$ cat src/rtl/tpx3_multi_pulse_gen.sv
// Purpose : programmable repeatable pulse train (shutter / test pulse) fanned out to CHANNELS chips,
//           each with its own enable, polarity and cycle-accurate skew; one shared T0_SYNC strobe.
// Latency : T0_SYNC and BUSY one cycle after the START edge; base pulse CONF_DELAY cycles after T0_SYNC;
//           PULSE[i] follows base by skew_i cycles.
// Backpressure: none; START is ignored while BUSY, STOP aborts on the next edge and wins over START.
// Ports   : BUS_CLK/BUS_RST clock and async active-high reset; START/STOP strobes;
//           CONF_* configuration, latched only on an accepted START;
//           PULSE per-chip outputs; T0_SYNC sequence start strobe; BUSY sequence active;
//           DONE sticky normal completion; PULSE_CNT completed base pulses.
module tpx3_multi_pulse_gen #(
    parameter int CHANNELS     = 4,
    parameter int CNT_WIDTH    = 32,
    parameter int REPEAT_WIDTH = 16,
    parameter int SKEW_WIDTH   = 4
) (
    input  logic                           BUS_CLK,
    input  logic                           BUS_RST,
    input  logic                           START,
    input  logic                           STOP,
    input  logic [CNT_WIDTH-1:0]           CONF_DELAY,
    input  logic [CNT_WIDTH-1:0]           CONF_WIDTH,
    input  logic [CNT_WIDTH-1:0]           CONF_PERIOD,
    input  logic [REPEAT_WIDTH-1:0]        CONF_REPEAT,
    input  logic [CHANNELS-1:0]            CONF_EN,
    input  logic [CHANNELS-1:0]            CONF_INVERT,
    input  logic [CHANNELS*SKEW_WIDTH-1:0] CONF_SKEW,
    output logic [CHANNELS-1:0]            PULSE,
    output logic                           T0_SYNC,
    output logic                           BUSY,
    output logic                           DONE,
    output logic [REPEAT_WIDTH-1:0]        PULSE_CNT
);

    localparam int DEPTH = (1 << SKEW_WIDTH) - 1;
    localparam logic [CNT_WIDTH-1:0] ONE      = CNT_WIDTH'(1);
    localparam logic [CNT_WIDTH-1:0] FLUSH_M1 = CNT_WIDTH'(DEPTH);

    typedef enum logic [2:0] {IDLE, DELAY, HIGH, LOW, FLUSH} state_t;

    state_t                        state;
    logic [CNT_WIDTH-1:0]          cnt;
    logic [CNT_WIDTH-1:0]          high_m1;
    logic [CNT_WIDTH-1:0]          low_m1;
    logic [REPEAT_WIDTH-1:0]       rep_l;
    logic [CHANNELS-1:0]           en_l;
    logic [CHANNELS-1:0]           inv_l;
    logic [CHANNELS*SKEW_WIDTH-1:0] skew_l;
    logic [DEPTH-1:0]              dly_q;

    logic                          start_acc;
    logic                          stop_acc;
    logic                          base_nxt;
    logic                          last_pulse;
    logic [REPEAT_WIDTH-1:0]       cnt_inc;
    logic [CNT_WIDTH-1:0]          w_eff_in;
    logic [CNT_WIDTH-1:0]          high_m1_in;
    logic [CNT_WIDTH-1:0]          low_m1_in;
    logic [CHANNELS-1:0]           eff_en;
    logic [CHANNELS-1:0]           eff_inv;
    logic [CHANNELS*SKEW_WIDTH-1:0] eff_skew;
    logic [DEPTH:0]                line;
    logic [CHANNELS-1:0]           tap;

    assign start_acc  = START && !STOP && (state == IDLE);
    assign stop_acc   = STOP && (state != IDLE);
    assign cnt_inc    = PULSE_CNT + 1'b1;
    assign last_pulse = (rep_l != '0) && (cnt_inc == rep_l);

    // Phase lengths minus one. Width 0 behaves as 1; the low phase is at least
    // one cycle, so period is stretched to width+1 when it is too short.
    assign w_eff_in   = (CONF_WIDTH == '0) ? ONE : CONF_WIDTH;
    assign high_m1_in = w_eff_in - ONE;
    assign low_m1_in  = (CONF_PERIOD > w_eff_in) ? (CONF_PERIOD - w_eff_in - ONE) : '0;

    // On the START edge the channel logic must already use the new config.
    assign eff_en   = start_acc ? CONF_EN     : en_l;
    assign eff_inv  = start_acc ? CONF_INVERT : inv_l;
    assign eff_skew = start_acc ? CONF_SKEW   : skew_l;

    // Base level for the coming cycle; lets a zero-skew channel register the
    // base pulse in the same cycle the FSM enters HIGH.
    always_comb begin
        base_nxt = 1'b0;
        if (start_acc) begin
            base_nxt = (CONF_DELAY == '0);
        end else if (!STOP) begin
            case (state)
                DELAY:   base_nxt = (cnt == '0);
                HIGH:    base_nxt = (cnt != '0);
                LOW:     base_nxt = (cnt == '0) && !last_pulse;
                default: base_nxt = 1'b0;
            endcase
        end
    end

    // line[s] is the base level s cycles before the coming cycle.
    assign line = {dly_q, base_nxt};

    for (genvar g = 0; g < CHANNELS; g++) begin : g_tap
        logic [SKEW_WIDTH-1:0] sk;
        assign sk     = eff_skew[g*SKEW_WIDTH +: SKEW_WIDTH];
        assign tap[g] = line[sk];
    end

    always_ff @(posedge BUS_CLK or posedge BUS_RST) begin
        if (BUS_RST) begin
            state     <= IDLE;
            cnt       <= '0;
            high_m1   <= '0;
            low_m1    <= '0;
            rep_l     <= '0;
            en_l      <= '0;
            inv_l     <= '0;
            skew_l    <= '0;
            T0_SYNC   <= 1'b0;
            BUSY      <= 1'b0;
            DONE      <= 1'b0;
            PULSE_CNT <= '0;
        end else begin
            T0_SYNC <= start_acc;
            if (start_acc) begin
                high_m1   <= high_m1_in;
                low_m1    <= low_m1_in;
                rep_l     <= CONF_REPEAT;
                en_l      <= CONF_EN;
                inv_l     <= CONF_INVERT;
                skew_l    <= CONF_SKEW;
                PULSE_CNT <= '0;
                DONE      <= 1'b0;
                BUSY      <= 1'b1;
                if (CONF_DELAY == '0) begin
                    state <= HIGH;
                    cnt   <= high_m1_in;
                end else begin
                    state <= DELAY;
                    cnt   <= CONF_DELAY - 1'b1;
                end
            end else if (stop_acc) begin
                state <= IDLE;
                BUSY  <= 1'b0;
            end else begin
                case (state)
                    DELAY: begin
                        if (cnt == '0) begin
                            state <= HIGH;
                            cnt   <= high_m1;
                        end else begin
                            cnt <= cnt - 1'b1;
                        end
                    end
                    HIGH: begin
                        if (cnt == '0) begin
                            state <= LOW;
                            cnt   <= low_m1;
                        end else begin
                            cnt <= cnt - 1'b1;
                        end
                    end
                    LOW: begin
                        if (cnt == '0) begin
                            PULSE_CNT <= cnt_inc;
                            if (last_pulse) begin
                                state <= FLUSH;
                                cnt   <= FLUSH_M1;
                            end else begin
                                state <= HIGH;
                                cnt   <= high_m1;
                            end
                        end else begin
                            cnt <= cnt - 1'b1;
                        end
                    end
                    FLUSH: begin
                        if (cnt == '0) begin
                            state <= IDLE;
                            BUSY  <= 1'b0;
                            DONE  <= 1'b1;
                        end else begin
                            cnt <= cnt - 1'b1;
                        end
                    end
                    default: ;
                endcase
            end
        end
    end

    // Channel outputs and skew lines; an abort drops every channel to its idle level at once.
    always_ff @(posedge BUS_CLK or posedge BUS_RST) begin
        if (BUS_RST) begin
            PULSE <= '0;
            dly_q <= '0;
        end else if (stop_acc) begin
            PULSE <= inv_l;
            dly_q <= '0;
        end else begin
            PULSE    <= (eff_en & tap) ^ eff_inv;
            dly_q[0] <= base_nxt;
            for (int j = 1; j < DEPTH; j++) begin
                dly_q[j] <= dly_q[j-1];
            end
        end
    end

endmodule

$ cat config.mk
export PLATFORM = sky130hd
export DESIGN_NAME = tpx3_multi_pulse_gen
export DESIGN_NICKNAME = d
export VERILOG_FILES = /design/src/rtl/tpx3_multi_pulse_gen.sv
export SDC_FILE = /design/constraint.sdc
export NUM_CORES = 1
export LEC_CHECK = 0
export CAP_MARGIN = 20
export CORE_UTILIZATION = 50
export DETAILED_ROUTE_END_ITERATION = 7
export HOLD_SLACK_MARGIN = 0.12
export PLACE_DENSITY = 0.77
export RECOVER_POWER = 100
export SYNTH_ARGS = -nofsm -noshare
export SYNTH_HDL_FRONTEND = slang
export SYNTH_SLANG_ARGS = --single-unit
export TNS_END_PERCENT = 1
$ cat constraint.sdc
create_clock -name BUS_CLK -period 18.4 [get_ports BUS_CLK]
set_input_delay 5.52 -clock BUS_CLK [delete_from_list [all_inputs] [get_ports BUS_CLK]]
set_output_delay 5.52 -clock BUS_CLK [all_outputs]
set_load 0.1 [all_outputs]
==> metrics.cfg, run 1 <==
[logic_synthesis]
synthArstFlopShare_pct=100
yosys.area_share.adder_pct=3.73
synthFlopType=dfrtp_1
ys_seq_elements=177
synth_cell_types=97
synth_seq_area_share_pct=33.4
synthXorXnorAreaFrac_pct=8.11
synthSimpleGateAreaFrac_pct=23.1
synth_top_family_by_area=compound AO/OA/AOI/OAI gates
synth_mux_area_share_pct=2.31
synth_compound_area_share_pct=24.4
synth.largest_area_cell=dfrtp_1
synthTopCellsByArea=dfrtp_1 (33%), nand2_1 (5.9%), xnor2_1 (5.2%)
synth_fp_nets=1774
syn_area_um2=13300
syn_inst=1595
synth-edff-count=0
synth_top_area_share_pct=33.4
syn_area_per_cell_um2=8.33
synth_warnings=0

[place]
hpwl_um=31400
place_congestion=0.968
port_buffers=162

[timing]
finalHoldViolations=0
period_needed_ps=13130
fin_skew_ps=10.6
worstMarginPinSlew_ps=3970
grt_setup_unrepaired=false
whs_ps=479
slew_violations=364
finalSetupViolations=0
maxSlewHeadroom_pct=-164
fmax_ghz=0.0762
tns_ps=0
period_share_pct=71.3

[run_status]
status=finished with violations
violations=max-capacitance violations, max-slew violations

[drt]
drc_errors=0
drt_iter0_markers=1022
routed_via_density=6.33
routed_wirelength_um=41700
vias=13000
ant_nets=0
dr.pass1.iters=8
wire_per_inst_um=20.3

[die]
start_util_pct=51.0
die_height_um=165
coreArea_um2=26100
die_x_um=165
fp-row-count=59
boundaryPins=163
die_area_um2=27200

[power_and_ir_drop]
ir_worst_vdd_mv=0.114
powerDensity_nw_per_um2=114
leakagePower_nw=6.47

[cells_and_area]
layout_commonest_cell=nand2_1
final_cell_mix=nand2_1 (209), dfrtp_1 (177), clkdlybuf4s50_1 (137), o21ai_0 (112), nor2_1 (106)
drive_gt1_share_pct=5.17
final_util_pct=59.8
regArea_um2=4430
nFillCells=2277
multiInputGateArea_um2=8180
area.growth.synth_to_final_pct=17.3
nNetsFinal=1889

[clock_tree]
cts_resized=0
post_cts_buffers=0
cts_root_buf=clkbuf_16
cts_buffers=17
cts_max_level=4
path_clk_slew_ps=60
cts_sinks=177
clk_path_buf_depth=2
insertion_delay_ps=430
cts_tree=yes
cts_hold_buf=0

[grt]
grt_max_degree=95
antenna_found_initial=1
grt_usage_pct=31.3
grt_pass1_vias=12500
overflow=0
grt_pass1_wl_um=66000

[worst_setup_path]
crit_type=primary input to register
critPathMaxStageDelay_ps=2890
crit_fanout=94
crit_chain=dlygate4sd3_1, nor4_1, nand2_1, clkbuf_1, nand2_1, a221o_1, a211o_1, o221a_2
cp_top_family=buffers and inverters
slowest_stage=clkbuf_1
cp.depth=8
worstPathBufferInverterCount=2
reg2reg_depth=7
crit_path_frequent_cell=nand2_1
cp-start-kind=primary input
cp_data_arrival_time_ps=13430
crit_path_end_kind=register
worstPathRequired_ps=18710

[hold_path]
hp-class=register to register
whs_path_depth=2

[run]
drv_cap=7

## worst reg2reg max path, delay by kind of cell (launching register included)
| kind | cells | cell delay [ps] |
|---|---|---|
| buffers and inverters | 1 | 2910 |
| AOI/OAI and AO/OA | 3 | 930 |
| DFF | 1 | 660 |
| and+or+nand+nor | 3 | 3300 |
## kinds of logic (layout without fill, tap and decap cells)
logic type	count (synthesis)	in the layout
and+or+nand+nor	597	597
muxes	29	29
other	0	2
adders and majority gates	39	39
buffers and inverters	155	281
DFF	177	177
xor gates and xnor gates	123	123
AOI/OAI and AO/OA	475	475
## layout make-up
type / instances / area share [%]
multi-input combinational: 1263 / 52.5
sequential: 177 / 28.4
timing repair buffer: 173 / 10.8
clock buffer: 22 / 2.92
tap: 335 / 2.69
inverter: 78 / 1.89
clock inverter: 8 / 0.683
antenna: 2 / 0.0321
## sequential cells by signal (all words and copies together), names as in the netlist
signal / cells
cnt: 32
high_m1: 32
low_m1: 32
PULSE_CNT: 16
rep_l: 16
skew_l: 16
dly_q: 15
PULSE: 4
en_l: 4
inv_l: 4
state: 3
BUSY: 1
DONE: 1
T0_SYNC: 1
## metal layers
metal	GRT usage (%)	wire (um)
met1	40.7	17200
met2	50.4	19300
met4	16.2	1960
met3	4.39	3280
met5	0	0
## cell usage after synthesis, types with 15 or more instances
cell type	count
and2_1	22
nand2b_1	15
or4_1	20
a211oi_1	22
a21o_1	23
and3_1	18
o21ai_0	107
a21oi_1	98
xor2_1	44
dfrtp_1	177
inv_1	74
or3_1	24
ha_1	38
nand2_1	208
o31ai_1	22
xnor2_1	79
nor2_1	105
nand3_1	41
mux2i_1	16
a22o_1	26
a31oi_1	22
nor3_1	41
clkbuf_1	47
nand4_1	17
nor4_1	29
## worst paths after layout
path,startpoint,end,slack (ps)
max,STOP,cnt[23],5270
min,high_m1[18],high_m1[18],480
max reg2reg,state[0],cnt[23],10480
min reg2reg,high_m1[18],high_m1[18],480
max in group asynchronous,BUS_RST,high_m1[7],8200
min in group asynchronous,BUS_RST,rep_l[10],6280
## metrics by stage
step	std cells	instance area, um2	total power, mW	worst slack (ps)
detailed placement	2025	15000	1.41	8070
finish	2058	15600	1.78	5270
global placement	2025	15000	1.39	8170
global route	2056	15600	1.88	4590
CTS	2055	15600	1.77	8490
floorplan	1595	13300	1.20	8080
## where the power goes
group          switching, mW  leakage [nW]  total, mW  internal [mW]
Combinational          0.421          3.97      0.718          0.297
Sequential             0.157          2.23      0.702          0.545
Clock                  0.152         0.267      0.355          0.203
Power figures use the tool's default switching activity.
==> run 2: changes to the inputs <==
==> constraint.sdc (replaced) <==
create_clock -name BUS_CLK -period 12.3 [get_ports BUS_CLK]
set_input_delay 3.69 -clock BUS_CLK [delete_from_list [all_inputs] [get_ports BUS_CLK]]
set_output_delay 3.69 -clock BUS_CLK [all_outputs]
set_load 0.1 [all_outputs]
==> metrics.cfg, run 2 (synthesis gave the netlist of run 1 again) <==
[timing]
period_needed_ps=9230
grt_setup_unrepaired=false
finalHoldViolations=0  ; unchanged
fin_skew_ps=12.0  ; +1.39 ps
fmax_ghz=0.108
worst_slack_ps=3070  ; -2200 ps
worstMarginPinSlew_ps=4450  ; +484 ps
period_share_pct=75.0
finalSetupViolations=0  ; unchanged
maxSlewHeadroom_pct=-198  ; -34 points
tns_ps=0  ; unchanged
slew_violations=111  ; -70%

[grt]
grt_pass1_vias=12400  ; -0.88%
overflow=0  ; unchanged
grt_max_degree=101  ; +6.3%
grt_usage_pct=31.4  ; +0.15 points
antenna_found_initial=1  ; unchanged
grt_pass1_wl_um=66100  ; +0.10%

[run]
drv_cap=2  ; -5

[drt]
drt_iter0_markers=1209  ; +18%
dr.pass1.iters=5  ; -3
ant_nets=0  ; unchanged
drc_errors=0  ; unchanged
routed_via_density=6.36  ; +0.40%
vias=13100  ; +0.25%
wire_per_inst_um=20.4  ; +0.74%
routed_wirelength_um=42000  ; +0.59%

[clock_tree]
cts_sinks=177  ; unchanged
cts_max_level=4  ; unchanged
insertion_delay_ps=440  ; about the same
cts_tree=yes
cts_buffers=17  ; unchanged
cts_root_buf=clkbuf_16
path_clk_slew_ps=70  ; about the same
cts_hold_buf=0  ; unchanged
post_cts_buffers=0  ; unchanged
cts_resized=0  ; unchanged
clk_path_buf_depth=2  ; unchanged

[power_and_ir_drop]
pwr-share-comb_pct=40.3  ; -0.2 points
clkPwrFrac_pct=20.3  ; +0.3 points
leakagePower_nw=6.49  ; +0.25%
switching_share_pct=41.2  ; +0.081 points
p_int_mw=1.57  ; +50%
pwr-share-seq_pct=39.4  ; about the same
switchingPower_mw=1.10  ; +50%
ir_worst_vdd_mv=0.289  ; +150%
powerDensity_nw_per_um2=171  ; +50%
power_mw=2.66  ; +50%

[run_status]
violations=max-capacitance violations, max-slew violations
status=finished with violations

[place]
place_area_um2=15000  ; about the same
port_buffers=162  ; unchanged
post-place-ws_ps=3860  ; -4210 ps
hpwl_um=31500  ; +0.50%
placed_cells=2024  ; -0.049%
place_congestion=0.976  ; +0.86%

[die]
start_util_pct=51.0  ; unchanged
die_height_um=165  ; unchanged
die_x_um=165  ; unchanged
die_area_um2=27200  ; unchanged
coreArea_um2=26100  ; unchanged
boundaryPins=163  ; unchanged
fp-row-count=59  ; unchanged

[cells_and_area]
layout_commonest_cell=nand2_1
drive_gt1_share_pct=5.47  ; +0.30 points
final_cell_mix=nand2_1 (208), dfrtp_1 (177), clkdlybuf4s50_1 (136), o21ai_0 (112), nor2_1 (106)
reg.largest.list=cnt (32), high_m1 (32), low_m1 (32)
area.growth.synth_to_final_pct=17.4
nNetsFinal=1889  ; unchanged
nFillCells=2301  ; +1.1%
final_cells=2055  ; -0.15%
stdcell_area_um2=15600  ; +0.12%

[hold_path]
hold_end=high_m1[7]
whs_path_depth=2  ; unchanged
hp-start=high_m1[7]
hp-class=register to register

[worst_setup_path]
cp_data_arrival_time_ps=9570  ; -3860 ps
cp-start-kind=primary input
r2r_slack_ps=6420  ; -4060 ps
crit_type=primary input to register
reg2reg_depth=10  ; +3
crit_path_end_kind=register
regToRegEndpoint=PULSE[3]
r2r_start=state[0]
worstPathRequired_ps=12640  ; -6070 ps
critPathMaxStageDelay_ps=1480  ; -1410 ps
crit_chain=dlygate4sd3_1, nor4_1, nand2_4, inv_1, buf_4, mux2i_1, a2111oi_0, nor4bb_1, a41o_1, and4_1, o31ai_1
slowest_stage=nor4_1
crit_fanout=50  ; -47%

run 2: cell types whose count changed in the layout (fill, tap and decap cells not counted), moves of 2 or more:
cell	before	now
and2_0	9	12
inv_6	1	3
and2_1	14	11
clkbuf_1	10	4
clkinv_4	2	0
buf_4	4	7
run 2: worst max-delay path, delay by kind of cell:
kind                   cells  cell delay, ps
AO/OA/AOI/OAI              3             910
multiplexers               1             220
buffers and inverters      3            2200
AND/OR/NAND/NOR            4            2530
run 2: how the worst max path moves through the flow:
stage	start	endpoint	slack (ps)	cells after the start
after floorplan	BUS_RST	BUSY	3810	1
after global placement	CONF_WIDTH[26]	low_m1[2]	3880	13
after detailed placement	CONF_WIDTH[26]	low_m1[27]	3860	14
after CTS	CONF_WIDTH[26]	low_m1[27]	4310	14
after global routing	STOP	PULSE[3]	2780	11
final	STOP	PULSE[3]	3070	11
run 2: final cells by class:
cell class,instances,area (um2),area share (%)
Multi-Input combinational cell,1263,8190,52.5
Clock buffer,20,457,2.93
Timing Repair Buffer,173,1700,10.9
Tap cell,335,419,2.69
Antenna cell,1,2.50,0.0160
Sequential cell,177,4430,28.4
Inverter,78,294,1.89
Clock inverter,8,106,0.682
run 2: through the flow:
step                hold slack, ps  utilization (%)
floorplan                      442                -
global placement               455             57.7
detailed placement             464             57.7
CTS                            478             59.9
global route                   504             59.8
finish                         477             59.8
run 2: power by group through the flow:
stage	registers [mW]	clock network, mW	logic [mW]
4_1_cts	1.04	0.543	1.07
5_1_grt	1.07	0.566	1.18
2_1_floorplan	1.03	0	0.767
6_report	1.05	0.539	1.07
3_5_place_dp	1.05	0	1.07
3_3_place_gp	1.04	0	1.04
run 2: metal layers:
metal  GRT usage (%)  wire [um]  vias to the layer above
met5               0          0                        -
met4            16.8       2030                        0
met3            3.97       3150                      131
met2            51.1      19400                      629
met1            40.6      17500                     6216
li1                -          -                     6087
